**src/rtl/pipelined_adder_if.sv**
```systemverilog
// Operand/result handshake bundle for pipelined_adder.
// Macro PADD_OVF_EN adds the registered signed-overflow flag ovf.
interface pipelined_adder_if #(
   parameter int unsigned WIDTH = 16
);
   logic             in_valid;
   logic             in_ready;
   logic [WIDTH-1:0] a;
   logic [WIDTH-1:0] b;
   logic             ci;
   logic             out_valid;
   logic             out_ready;
   logic [WIDTH-1:0] sum;
   logic             co;
`ifdef PADD_OVF_EN
   logic             ovf;

   modport master (output in_valid, a, b, ci, out_ready,
                   input  in_ready, out_valid, sum, co, ovf);
   modport slave  (input  in_valid, a, b, ci, out_ready,
                   output in_ready, out_valid, sum, co, ovf);
`else
   modport master (output in_valid, a, b, ci, out_ready,
                   input  in_ready, out_valid, sum, co);
   modport slave  (input  in_valid, a, b, ci, out_ready,
                   output in_ready, out_valid, sum, co);
`endif
endinterface

```
**src/rtl/pipelined_adder.sv**
```systemverilog
// Pipelined ripple-carry adder: one CHUNK-wide carry slice per stage, valid/ready with full backpressure.
// Optional macro PADD_OVF_EN adds a registered signed-overflow output aligned with sum/co.
module pipelined_adder #(
   parameter int unsigned WIDTH  = 16,
   parameter int unsigned STAGES = 4
) (
   input  logic             clk,
   input  logic             rst_n,
   pipelined_adder_if.slave bus
);
   localparam int unsigned CHUNK = WIDTH / STAGES;

   if (WIDTH < 1 || STAGES < 1 || STAGES > WIDTH || (WIDTH % STAGES) != 0) begin : g_cfg_err
      $error("pipelined_adder: need 1 <= STAGES <= WIDTH and WIDTH %% STAGES == 0");
   end

   for (genvar k = 0; k < STAGES; k++) begin : g_st
      localparam int unsigned DONE = (k + 1) * CHUNK;
      localparam int unsigned REM  = WIDTH - DONE;

      logic             v_q;
      logic             c_q;
      logic [DONE-1:0]  s_q;
      logic             rdy;
      logic             up_v;
      logic             cin;
      logic [CHUNK-1:0] x;
      logic [CHUNK-1:0] y;
      logic [CHUNK-1:0] s_c;
      logic [CHUNK:0]   cc;
      logic [DONE-1:0]  s_d;

      // A stage can load when it is empty or its successor is loading too
      if (k == STAGES - 1) begin : g_rdy
         assign rdy = ~v_q | bus.out_ready;
      end else begin : g_rdy
         assign rdy = ~v_q | g_st[k+1].rdy;
      end

      if (k == 0) begin : g_src
         assign up_v = bus.in_valid;
         assign cin  = bus.ci;
         assign x    = bus.a[CHUNK-1:0];
         assign y    = bus.b[CHUNK-1:0];
         assign s_d  = s_c;
      end else begin : g_src
         assign up_v = g_st[k-1].v_q;
         assign cin  = g_st[k-1].c_q;
         assign x    = g_st[k-1].g_skew.a_q[CHUNK-1:0];
         assign y    = g_st[k-1].g_skew.b_q[CHUNK-1:0];
         assign s_d  = {s_c, g_st[k-1].s_q};
      end

      // Full-adder ripple across this stage's slice
      always_comb begin
         cc    = '0;
         s_c   = '0;
         cc[0] = cin;
         for (int i = 0; i < int'(CHUNK); i++) begin
            s_c[i]  = x[i] ^ y[i] ^ cc[i];
            cc[i+1] = (x[i] & y[i]) | (cc[i] & (x[i] | y[i]));
         end
      end

      always_ff @(posedge clk or negedge rst_n) begin
         if (!rst_n) begin
            v_q <= 1'b0;
            c_q <= 1'b0;
            s_q <= '0;
         end else if (rdy) begin
            v_q <= up_v;
            c_q <= cc[CHUNK];
            s_q <= s_d;
         end
      end

      // Operand bits not yet consumed, carried alongside the partial sum
      if (REM > 0) begin : g_skew
         logic [REM-1:0] a_q;
         logic [REM-1:0] b_q;
         logic [REM-1:0] a_d;
         logic [REM-1:0] b_d;

         if (k == 0) begin : g_d
            assign a_d = bus.a[WIDTH-1:CHUNK];
            assign b_d = bus.b[WIDTH-1:CHUNK];
         end else begin : g_d
            assign a_d = g_st[k-1].g_skew.a_q[REM+CHUNK-1:CHUNK];
            assign b_d = g_st[k-1].g_skew.b_q[REM+CHUNK-1:CHUNK];
         end

         always_ff @(posedge clk or negedge rst_n) begin
            if (!rst_n) begin
               a_q <= '0;
               b_q <= '0;
            end else if (rdy) begin
               a_q <= a_d;
               b_q <= b_d;
            end
         end
      end

`ifdef PADD_OVF_EN
      // Signed overflow = carry into MSB xor carry out of MSB
      if (k == STAGES - 1) begin : g_ovf
         logic ovf_q;
         always_ff @(posedge clk or negedge rst_n) begin
            if (!rst_n) begin
               ovf_q <= 1'b0;
            end else if (rdy) begin
               ovf_q <= cc[CHUNK] ^ cc[CHUNK-1];
            end
         end
      end
`endif
   end

   assign bus.in_ready  = g_st[0].rdy;
   assign bus.out_valid = g_st[STAGES-1].v_q;
   assign bus.sum       = g_st[STAGES-1].s_q;
   assign bus.co        = g_st[STAGES-1].c_q;
`ifdef PADD_OVF_EN
   assign bus.ovf       = g_st[STAGES-1].g_ovf.ovf_q;
`endif

endmodule
```
**src/flat_wrapper.sv**
```systemverilog
// flat-port wrapper written by rule: the top's interface ports become plain ports
module pipelined_adder_flat 
#(
   parameter int unsigned WIDTH  = 16,
   parameter int unsigned STAGES = 4
)
  (clk, rst_n, bus_in_valid, bus_a, bus_b, bus_ci, bus_out_ready, bus_in_ready, bus_out_valid, bus_sum, bus_co);
  pipelined_adder_if #(.WIDTH(WIDTH)) bus_i ();
  input  logic clk;
  input  logic rst_n;
  input wire logic [$bits(bus_i.in_valid)-1:0] bus_in_valid;
  input wire logic [$bits(bus_i.a)-1:0] bus_a;
  input wire logic [$bits(bus_i.b)-1:0] bus_b;
  input wire logic [$bits(bus_i.ci)-1:0] bus_ci;
  input wire logic [$bits(bus_i.out_ready)-1:0] bus_out_ready;
  output wire logic [$bits(bus_i.in_ready)-1:0] bus_in_ready;
  output wire logic [$bits(bus_i.out_valid)-1:0] bus_out_valid;
  output wire logic [$bits(bus_i.sum)-1:0] bus_sum;
  output wire logic [$bits(bus_i.co)-1:0] bus_co;
  assign bus_i.in_valid = bus_in_valid;
  assign bus_i.a = bus_a;
  assign bus_i.b = bus_b;
  assign bus_i.ci = bus_ci;
  assign bus_i.out_ready = bus_out_ready;
  assign bus_in_ready = bus_i.in_ready;
  assign bus_out_valid = bus_i.out_valid;
  assign bus_sum = bus_i.sum;
  assign bus_co = bus_i.co;
  pipelined_adder #(.WIDTH(WIDTH), .STAGES(STAGES)) u_core (.clk(clk), .rst_n(rst_n), .bus(bus_i));
endmodule
```
**config.mk**
```make
export PLATFORM = sky130hd
export DESIGN_NAME = pipelined_adder_flat
export DESIGN_NICKNAME = d
export VERILOG_FILES = /design/src/rtl/pipelined_adder_if.sv /design/src/rtl/pipelined_adder.sv /design/src/flat_wrapper.sv
export SDC_FILE = /design/constraint.sdc
export NUM_CORES = 1
export LEC_CHECK = 0
export ABC_AREA = 1
export CORE_ASPECT_RATIO = 0.7
export CORE_MARGIN = 4
export CORE_UTILIZATION = 49
export CTS_CLUSTER_DIAMETER = 30
export DETAILED_ROUTE_END_ITERATION = 10
export PLACE_DENSITY = 0.74
export SKIP_CTS_REPAIR_TIMING = 1
export SLEW_MARGIN = 20
export SYNTH_ARGS = -nofsm -noshare
export SYNTH_HDL_FRONTEND = slang
export SYNTH_SLANG_ARGS = --single-unit
export TNS_END_PERCENT = 30
```
**constraint.sdc**
```tcl
create_clock -name clk -period 2.43 [get_ports clk]
set_clock_uncertainty 0.15 [all_clocks]
set_input_delay 0.486 -clock clk [delete_from_list [all_inputs] [get_ports clk]]
set_output_delay 0.486 -clock clk [all_outputs]
set_load 0.01 [all_outputs]
```
# After elaboration in Yosys (flattened, before gate mapping)
# Index checks and enable logic that the tools add are counted.
[classes]
bitwise = 104
[op_table]
columns = ["cell", "count"]
rows = [
  ["bitwise OR 1 bit", 36],
  ["AND 1 bit", 32],
  ["XOR 1 bit", 32],
  ["inverter 1 bit", 4],
]
[totals]
ff_bits = 96
in_bits = 37
out_inout_bits = 19
wordCells = 122

# Depth between registers and ports, before layout
# Gate-level depths: netlist of run 1.
[depth]
ltp_word = 9
depth_mapped = 8
ltp_nobuf = 8

# Worst setup path after synthesis of run 1
# Ideal clock, no wire load.
[synth_path]
kind = "flip-flop to flip-flop"
startpoint = "register u_core.g_st[2].g_skew.b_q[0]"
endpoint = "register u_core.g_st[3].s_q[15], in the netlist u_core.bus.sum[15]"
setup_time_ns = 0.065
arrival_ns = 2.361
required_time_ns = 2.215
path_slack_ns = -0.146
path_stages_with_launch = 7
synth_period_minus_slack_ns = 2.576
cell_sequence = "dfrtp_1 -> fa_1 -> fa_1 -> fa_1 -> fa_1 -> nand2_1 -> nand2_1"
[synth_between]
elab_chain_cells = 8
[synth_rtl]
columns = ["item", "line", "rtl"]
rows = [
  ["start: declaration", "pipelined_adder.sv:80", "logic [REM-1:0] b_q;"],
  ["start signal: assignment", "pipelined_adder.sv:95", "b_q <= '0;"],
  ["start signal: assignment", "pipelined_adder.sv:98", "b_q <= b_d;"],
  ["bitwise OR 1 bit", "pipelined_adder.sv:61", "cc[i+1] = (x[i] & y[i]) | (cc[i] & (x[i] | y[i]));"],
  ["AND 1 bit", "pipelined_adder.sv:61", ""],
  ["bitwise OR 1 bit *", "pipelined_adder.sv:61", ""],
  ["AND 1 bit *", "pipelined_adder.sv:61", ""],
  ["bitwise OR 1 bit *", "pipelined_adder.sv:61", ""],
  ["AND 1 bit *", "pipelined_adder.sv:61", ""],
  ["bitwise OR 1 bit *", "pipelined_adder.sv:61", ""],
  ["XOR 1 bit *", "pipelined_adder.sv:60", "s_c[i] = x[i] ^ y[i] ^ cc[i];"],
  ["named net u_core.g_st[3].s_c[3]", "pipelined_adder.sv:29", "logic [CHUNK-1:0] s_c;"],
  ["end signal: assignment", "pipelined_adder.sv:69", "s_q <= '0;"],
  ["end signal: assignment", "pipelined_adder.sv:73", "s_q <= s_d;"],
  ["end: declaration", "pipelined_adder.sv:23", "logic [DONE-1:0] s_q;"],
]
# The timed path passes the listed nets; every way through them passes the cells marked *.
# A chain may end at the register's enable or synchronous reset.

# Worst setup path in the final report of run 1
[layout_path]
startpoint = "register u_core.g_st[1].g_skew.b_q[0]"
endpoint = "register u_core.g_st[2].s_q[11]"
[layout_between]
elab_chain_cells = 8
[layout_rtl]
columns = ["item", "line"]
rows = [
  ["start: declaration", "pipelined_adder.sv:80"],
  ["start signal: assignment", "pipelined_adder.sv:95"],
  ["start signal: assignment", "pipelined_adder.sv:98"],
  ["bitwise OR 1 bit", "pipelined_adder.sv:61"],
  ["AND 1 bit", "pipelined_adder.sv:61"],
  ["bitwise OR 1 bit *", "pipelined_adder.sv:61"],
  ["AND 1 bit *", "pipelined_adder.sv:61"],
  ["bitwise OR 1 bit *", "pipelined_adder.sv:61"],
  ["AND 1 bit *", "pipelined_adder.sv:61"],
  ["bitwise OR 1 bit *", "pipelined_adder.sv:61"],
  ["XOR 1 bit *", "pipelined_adder.sv:60"],
  ["end signal: assignment", "pipelined_adder.sv:69"],
  ["end signal: assignment", "pipelined_adder.sv:73"],
  ["end: declaration", "pipelined_adder.sv:23"],
]
# Every way passes the cells marked *; elsewhere a longest branch is shown, timed or not.

==> results of run 1 <==
state kept, by name, indices dropped and copies added (netlist names):
register                cells
u_core.bus.out_valid        1
u_core.bus.co               1
u_core.g_st.v_q             3
u_core.g_st.c_q             3
u_core.g_st.s_q            24
u_core.g_st.g_skew.b_q     24
u_core.g_st.g_skew.a_q     24
u_core.bus.sum             16
how the worst max path moves through the flow:
stage / endpoint / slack (ps) / cells after the start / start
global placement: u_core.g_st[0].s_q[3] / -500 / 7 / bus_ci
CTS: u_core.g_st[0].s_q[3] / -210 / 7 / bus_ci
detailed placement: u_core.g_st[0].s_q[3] / -560 / 7 / bus_ci
floorplan: u_core.g_st[1].s_q[7] / -40 / 6 / u_core.g_st[0].g_skew.b_q[0]
finish: u_core.g_st[2].s_q[11] / 50 / 8 / u_core.g_st[1].g_skew.b_q[0]
global route: u_core.g_st[2].s_q[11] / -40 / 8 / u_core.g_st[1].g_skew.b_q[0]
stage by stage:
stage	total power, mW	worst slack, ps
finish	4.947	47.28
global route	5.257	-40.43
CTS	4.996	-214.0
detailed placement	3.386	-562.5
global placement	3.322	-501.8
floorplan	2.834	-37.36
critical path: cells and delay by family, from the launching register on:
family	cells	cell delay (ps)
adders and majority gates	4	1400
DFF	1	400
buffers and inverters	3	180
AOI/OAI and AO/OA	1	160
synthesized netlist by cell type (all sizes together):
cell type  number
or2             2
buf            17
nand2         244
inv            13
nor2            2
o21ai           3
nand4           1
fa             16
nand3          30
dfrtp          96
clkbuf          3
kinds of logic after synthesis:
logic type	after synthesis	synth area share
AND/OR/NAND/NOR	279	0.2768
buffers and inverters	33	0.04261
AO/OA/AOI/OAI	3	0.003731
adder cells (fa/ha/maj)	16	0.07963
flip-flops	96	0.5972
layout make-up:
cell class                      count  area, µm²
Inverter                           13      48.80
Timing Repair Buffer               65      645.6
Multi-Input combinational cell    298       1476
Clock buffer                       12      246.5
Tap cell                          101      126.4
Fill cell                         650       2903
Sequential cell                    96       2402
Clock inverter                      3      90.09
routing by layer:
layer  wire (µm)  track usage  vias to the layer above  share of wire
li1            -            -                     1409              -
met1        3905       0.2667                     1346           0.48
met2        3700       0.2632                       78           0.46
met3         449      0.05870                        5          0.055
met4          36      0.03793                        0         0.0044
met5           0            0                        -              0
cell usage in the layout (no fill, tap or decap):
cell	instances
nand3_2	1
buf_4	10
o21ai_0	2
dlymetal6s2s_1	4
buf_12	1
inv_1	10
clkdlybuf4s50_1	50
nand3_1	29
clkbuf_16	9
nand4_2	1
o21ai_1	1
clkbuf_1	2
dfrtp_1	96
fa_2	9
or2_2	2
nor2_4	2
nand2_1	244
clkbuf_8	1
fa_1	7
inv_2	3
bufinv_16	3
power by group:
part	switching (mW)	internal, mW	total [mW]
logic	0.573	0.542	1.11
clock network	0.556	1.03	1.58
registers	0.256	1.99	2.25
==> out/results.txt, run 1 <==
max-cap check violation count = 0
r2r endpoint = u_core.g_st[2].s_q[11]
WL/cell = 13.76 µm
clock-pin slew on the worst setup and hold paths = 70 ps
worst IR drop on VDD = 0.5287 mV
Starting Density = 0.5067
Netlist Area Pre-Place = 4023 µm²
clock latency on the worst-skew pair = 340 ps
grt total ovfl = 0
Routed Wire Length = 8091 µm
DR vias = 2,838
Worst Tran Pin Value = 646.3 ps
syn avg cell area = 9.421 µm²
TritonCTS clock tree = done
Reg2Reg Depth = 8
CTS H-tree depth = 3
post-route DRC violation count = 0
DP HPWL = 5565 µm
utilization after layout = 0.6344
Final min period = 2383 ps
non-filler cells, final = 588
Die X = 116.3 µm
fin. max-slew vios = 0
final period utilization = 0.9805
Mapped Nets = 480
Max stage delay on crit path = 440 ps
Worst path slowest cell = fa_1
Mapped Cells = 427
reg2reg setup slack = 50 ps
vias per cell = 4.827
WHS = -1.880 ps
worst endpoint required time = 2530 ps
DR pass1 iterations = 4
critical path arrival = 2480 ps
vias in the first global route = 2,837
initial antenna violation count = 0
Synth area leaders = dfrtp_1, nand2_1, fa_1
Area growth, synth to finish = 25.19%
most used cell, CP = fa_1
fmax = 0.4197 GHz
register area share after synthesis = 0.5972
Tot GR Track Use = 0.1810
Critical Path, Cell by Cell = fa_2 -> inv_2 -> fa_1 -> inv_1 -> fa_1 -> inv_1 -> fa_1 -> o21ai_1
total I/O pin count = 56
Syn. warnings = 0
cell taking the most area after synthesis = dfrtp_1
RePlAce Congestion = 0.7579
Hold Crit Class = primary input to asynchronous set/reset pin
Final ANT Viol Nets = 0
Lkg Pwr = 2.582 nW
Antenna diodes = 0
Num CTS Buffers = 9
Startpoint Class = register
post-route cell area = 5036 µm²
port buffer count = 55
largest net degree at the start of global routing = 46
Crit. End Element = register
drt initial violations = 190
Die Area = 9746 µm²
Worst slew margin = 0.5687
setup repair after global routing missed its margin = yes
area share of the largest cell type after synthesis = 0.5972
core area = 7939 µm²
Synth Register Bits = 96
setup tns final = 0 ps
critical path class = register to register
Clock Sinks = 96
first-pass GRT wire length = 13,790 µm
PD cells = 982.3 nW/µm²
DP Cell Count = 572
violations in the final reports = hold timing
distinct cell type count after synthesis = 16
worst-case clock buffer depth = 2
Final Hold Fails = 10
die height = 83.81 µm
CTS Root Cell = clkbuf_16
dpl cell area = 4672 µm²
setup violators final = 0
outcome = complete, but fails checks
Rows = 27
Layout Nets = 536
reg2reg start = u_core.g_st[1].g_skew.b_q[0]
share of layout cells above drive strength 1 = 0.08624
Max FO, Critical Path = 2
No activity file was read; power rests on OpenSTA's default activity.
==> run 2: changes to the inputs <==
--- a/config.mk
+++ b/config.mk
@@ -11,6 +11,7 @@
 export CORE_UTILIZATION = 49
 export CTS_CLUSTER_DIAMETER = 30
 export DETAILED_ROUTE_END_ITERATION = 10
+export GPL_ROUTABILITY_DRIVEN = 0
 export PLACE_DENSITY = 0.74
 export SKIP_CTS_REPAIR_TIMING = 1
 export SLEW_MARGIN = 20
==> results of run 2 <==
The final DEF is identical to that of run 1; final timing and power are the same.
==> run 3: changes to the inputs <==
--- a/config.mk
+++ b/config.mk
@@ -12,9 +12,9 @@
 export CTS_CLUSTER_DIAMETER = 30
 export DETAILED_ROUTE_END_ITERATION = 10
 export GPL_ROUTABILITY_DRIVEN = 0
+export HOLD_SLACK_MARGIN = 0.12
 export PLACE_DENSITY = 0.74
 export SKIP_CTS_REPAIR_TIMING = 1
-export SLEW_MARGIN = 20
 export SYNTH_ARGS = -nofsm -noshare
 export SYNTH_HDL_FRONTEND = slang
 export SYNTH_SLANG_ARGS = --single-unit
==> out/results.txt, run 3 (synthesis results as in run 1) <==
WL met1 = 3974 µm (+1.8%)
Largest regs = u_core.g_st.g_skew.a_q (24), u_core.g_st.g_skew.b_q (24), u_core.g_st.s_q (24)
Crit. End Element = register
Die Area = 9746 µm² (unchanged)
vias per cell = 4.825 (about the same)
post-route DRC violation count = 0 (unchanged)
critical path arrival = 2490 ps (about the same)
DP Cell Count = 572 (unchanged)
met2 wire length = 3696 µm (-0.11%)
Num CTS Buffers = 9 (unchanged)
Clock Sinks = 96 (unchanged)
setup repair after global routing missed its margin = yes
DP HPWL = 5565 µm (unchanged)
reg2reg setup slack = 40 ps (about the same)
Lkg Pwr = 2.586 nW (+0.16%)
Max FO, Critical Path = 2 (unchanged)
Filler Cell Count = 646 (-0.62%)
Hold Crit Class = register to register
most frequent cells in the layout = nand2_1, dfrtp_1, clkdlybuf4s50_1
non-filler cells, final = 589 (+0.17%)
Reg2Reg Depth = 8 (unchanged)
Tot GR Track Use = 0.1810 (unchanged)
WHS = 319.0 ps (+320.9 ps)
Antenna diodes = 0 (unchanged)
Worst slew margin = 0.5680 (-0.0007040)
fmax = 0.4192 GHz (-0.12%)
initial antenna violation count = 0 (unchanged)
DR top layer = met4
max-cap check violation count = 0 (unchanged)
share of layout cells above drive strength 1 = 0.08607 (-0.0001767)
outcome = finished, final reports clean
NetSw = 1.387 mW (+0.18%)
fin. max-slew vios = 0 (unchanged)
Die X = 116.3 µm (unchanged)
part of the power in registers = 0.454 (about the same)
most common cell after layout, fill and taps aside = nand2_1
drt initial violations = 191 (+0.53%)
Area growth, synth to finish = 25.44%
Final ANT Viol Nets = 0 (unchanged)
port buffer count = 55 (unchanged)
reg2reg start = u_core.g_st[1].g_skew.b_q[0]
clock-pin slew on the worst setup and hold paths = 70 ps (about the same)
DR vias = 2,842 (+0.14%)
grt total ovfl = 0 (unchanged)
total I/O pin count = 56 (unchanged)
CTS Root Cell = clkbuf_16
DR pass1 iterations = 4 (unchanged)
worst-case clock buffer depth = 2 (unchanged)
critical path class = register to register
WL/cell = 13.81 µm (+0.40%)
Comb power frac = 0.226 (about the same)
Final min period = 2385 ps (+2.748 ps)
Layout Nets = 537 (+0.19%)
HP Start = u_core.g_st[1].g_skew.a_q[7]
die height = 83.81 µm (unchanged)
final period utilization = 0.9817 (+0.001131)
Net Sw Frac = 0.2802 (+0.0002810)
met3 WL = 414 µm (-7.8%)
r2r endpoint = u_core.g_st[2].s_q[11]
Internal = 3.564 mW (about the same)
TritonCTS clock tree = done
setup tns final = 0 ps (unchanged)
Rows = 27 (unchanged)
core area = 7939 µm² (unchanged)
Worst Tran Pin Value = 647.3 ps (+1.055 ps)
worst endpoint required time = 2530 ps (about the same)
clock latency on the worst-skew pair = 340 ps (about the same)
WHS Path Cells = 2
largest net degree at the start of global routing = 46 (unchanged)
Startpoint Class = register
setup violators final = 0 (unchanged)
Starting Density = 0.5067 (unchanged)
Hold EP = u_core.g_st[2].g_skew.a_q[3]
Routed Wire Length = 8137 µm (+0.57%)
PD cells = 981.2 nW/µm² (-0.11%)
utilization after layout = 0.6356 (+0.001261)
worst IR drop on VDD = 0.5288 mV (about the same)
first-pass GRT wire length = 13,790 µm (unchanged)
part of the power in the clock network = 0.320 (about the same)
Final Hold Fails = 0 (-10)
vias in the first global route = 2,837 (unchanged)
CTS H-tree depth = 3 (unchanged)
==> run 3: area by class of cell <==
type / instances / area (µm²) / area share
Clock inverter: 3 / 90.09 / 0.01785
Timing Repair Buffer: 66 / 655.6 / 0.1299
Inverter: 13 / 48.80 / 0.009670
Sequential cell: 96 / 2402 / 0.4761
Clock buffer: 12 / 246.5 / 0.04885
Multi-Input combinational cell: 298 / 1476 / 0.2926
Tap cell: 101 / 126.4 / 0.02504
==> run 3: how the worst max path moves through the flow <==
stage                                   to                    startpoint  cells past startpoint  slack [ps]
floorplan            u_core.g_st[1].s_q[7]  u_core.g_st[0].g_skew.b_q[0]                      6         -40
finish              u_core.g_st[2].s_q[11]  u_core.g_st[1].g_skew.b_q[0]                      8          40
detailed placement   u_core.g_st[0].s_q[3]                        bus_ci                      7        -560
CTS                  u_core.g_st[0].s_q[3]                        bus_ci                      7        -210
global route        u_core.g_st[2].s_q[11]  u_core.g_st[1].g_skew.b_q[0]                      8         -40
global placement     u_core.g_st[0].s_q[3]                        bus_ci                      7        -500
==> run 3: worst max-delay path, stage by stage (launching register included) <==
cell and delay, ps:
dfrtp_1 400, fa_2 390, inv_2 60, fa_1 160, inv_1 50, fa_1 410
inv_1 70, fa_1 450, o21ai_1 160
==> run 3: per-stage QoR <==
stage	total power [mW]	area [µm²]	setup slack (ps)
after floorplan	2.834	4035	-37.36
after global placement	3.322	4672	-501.8
after detailed placement	3.386	4672	-562.5
after CTS	4.996	5009	-214.0
after global routing	5.258	5046	-40.43
final	4.951	5046	44.53
==> run 3: metal layers <==
metal	vias to the layer above	GRT usage
li1	1411	-
met1	1357	0.2667
met2	67	0.2632
met3	7	0.05870
met4	0	0.03793
met5	-	0
==> run 3: power groups by stage <==
| stage | Combinational (mW) | Sequential, mW | Clock, mW |
|---|---|---|---|
| global route | 1.28 | 2.30 | 1.68 |
| detailed placement | 1.12 | 2.27 | 0 |
| CTS | 1.14 | 2.25 | 1.61 |
| floorplan | 0.573 | 2.26 | 0 |
| global placement | 1.08 | 2.24 | 0 |
| finish | 1.12 | 2.25 | 1.59 |
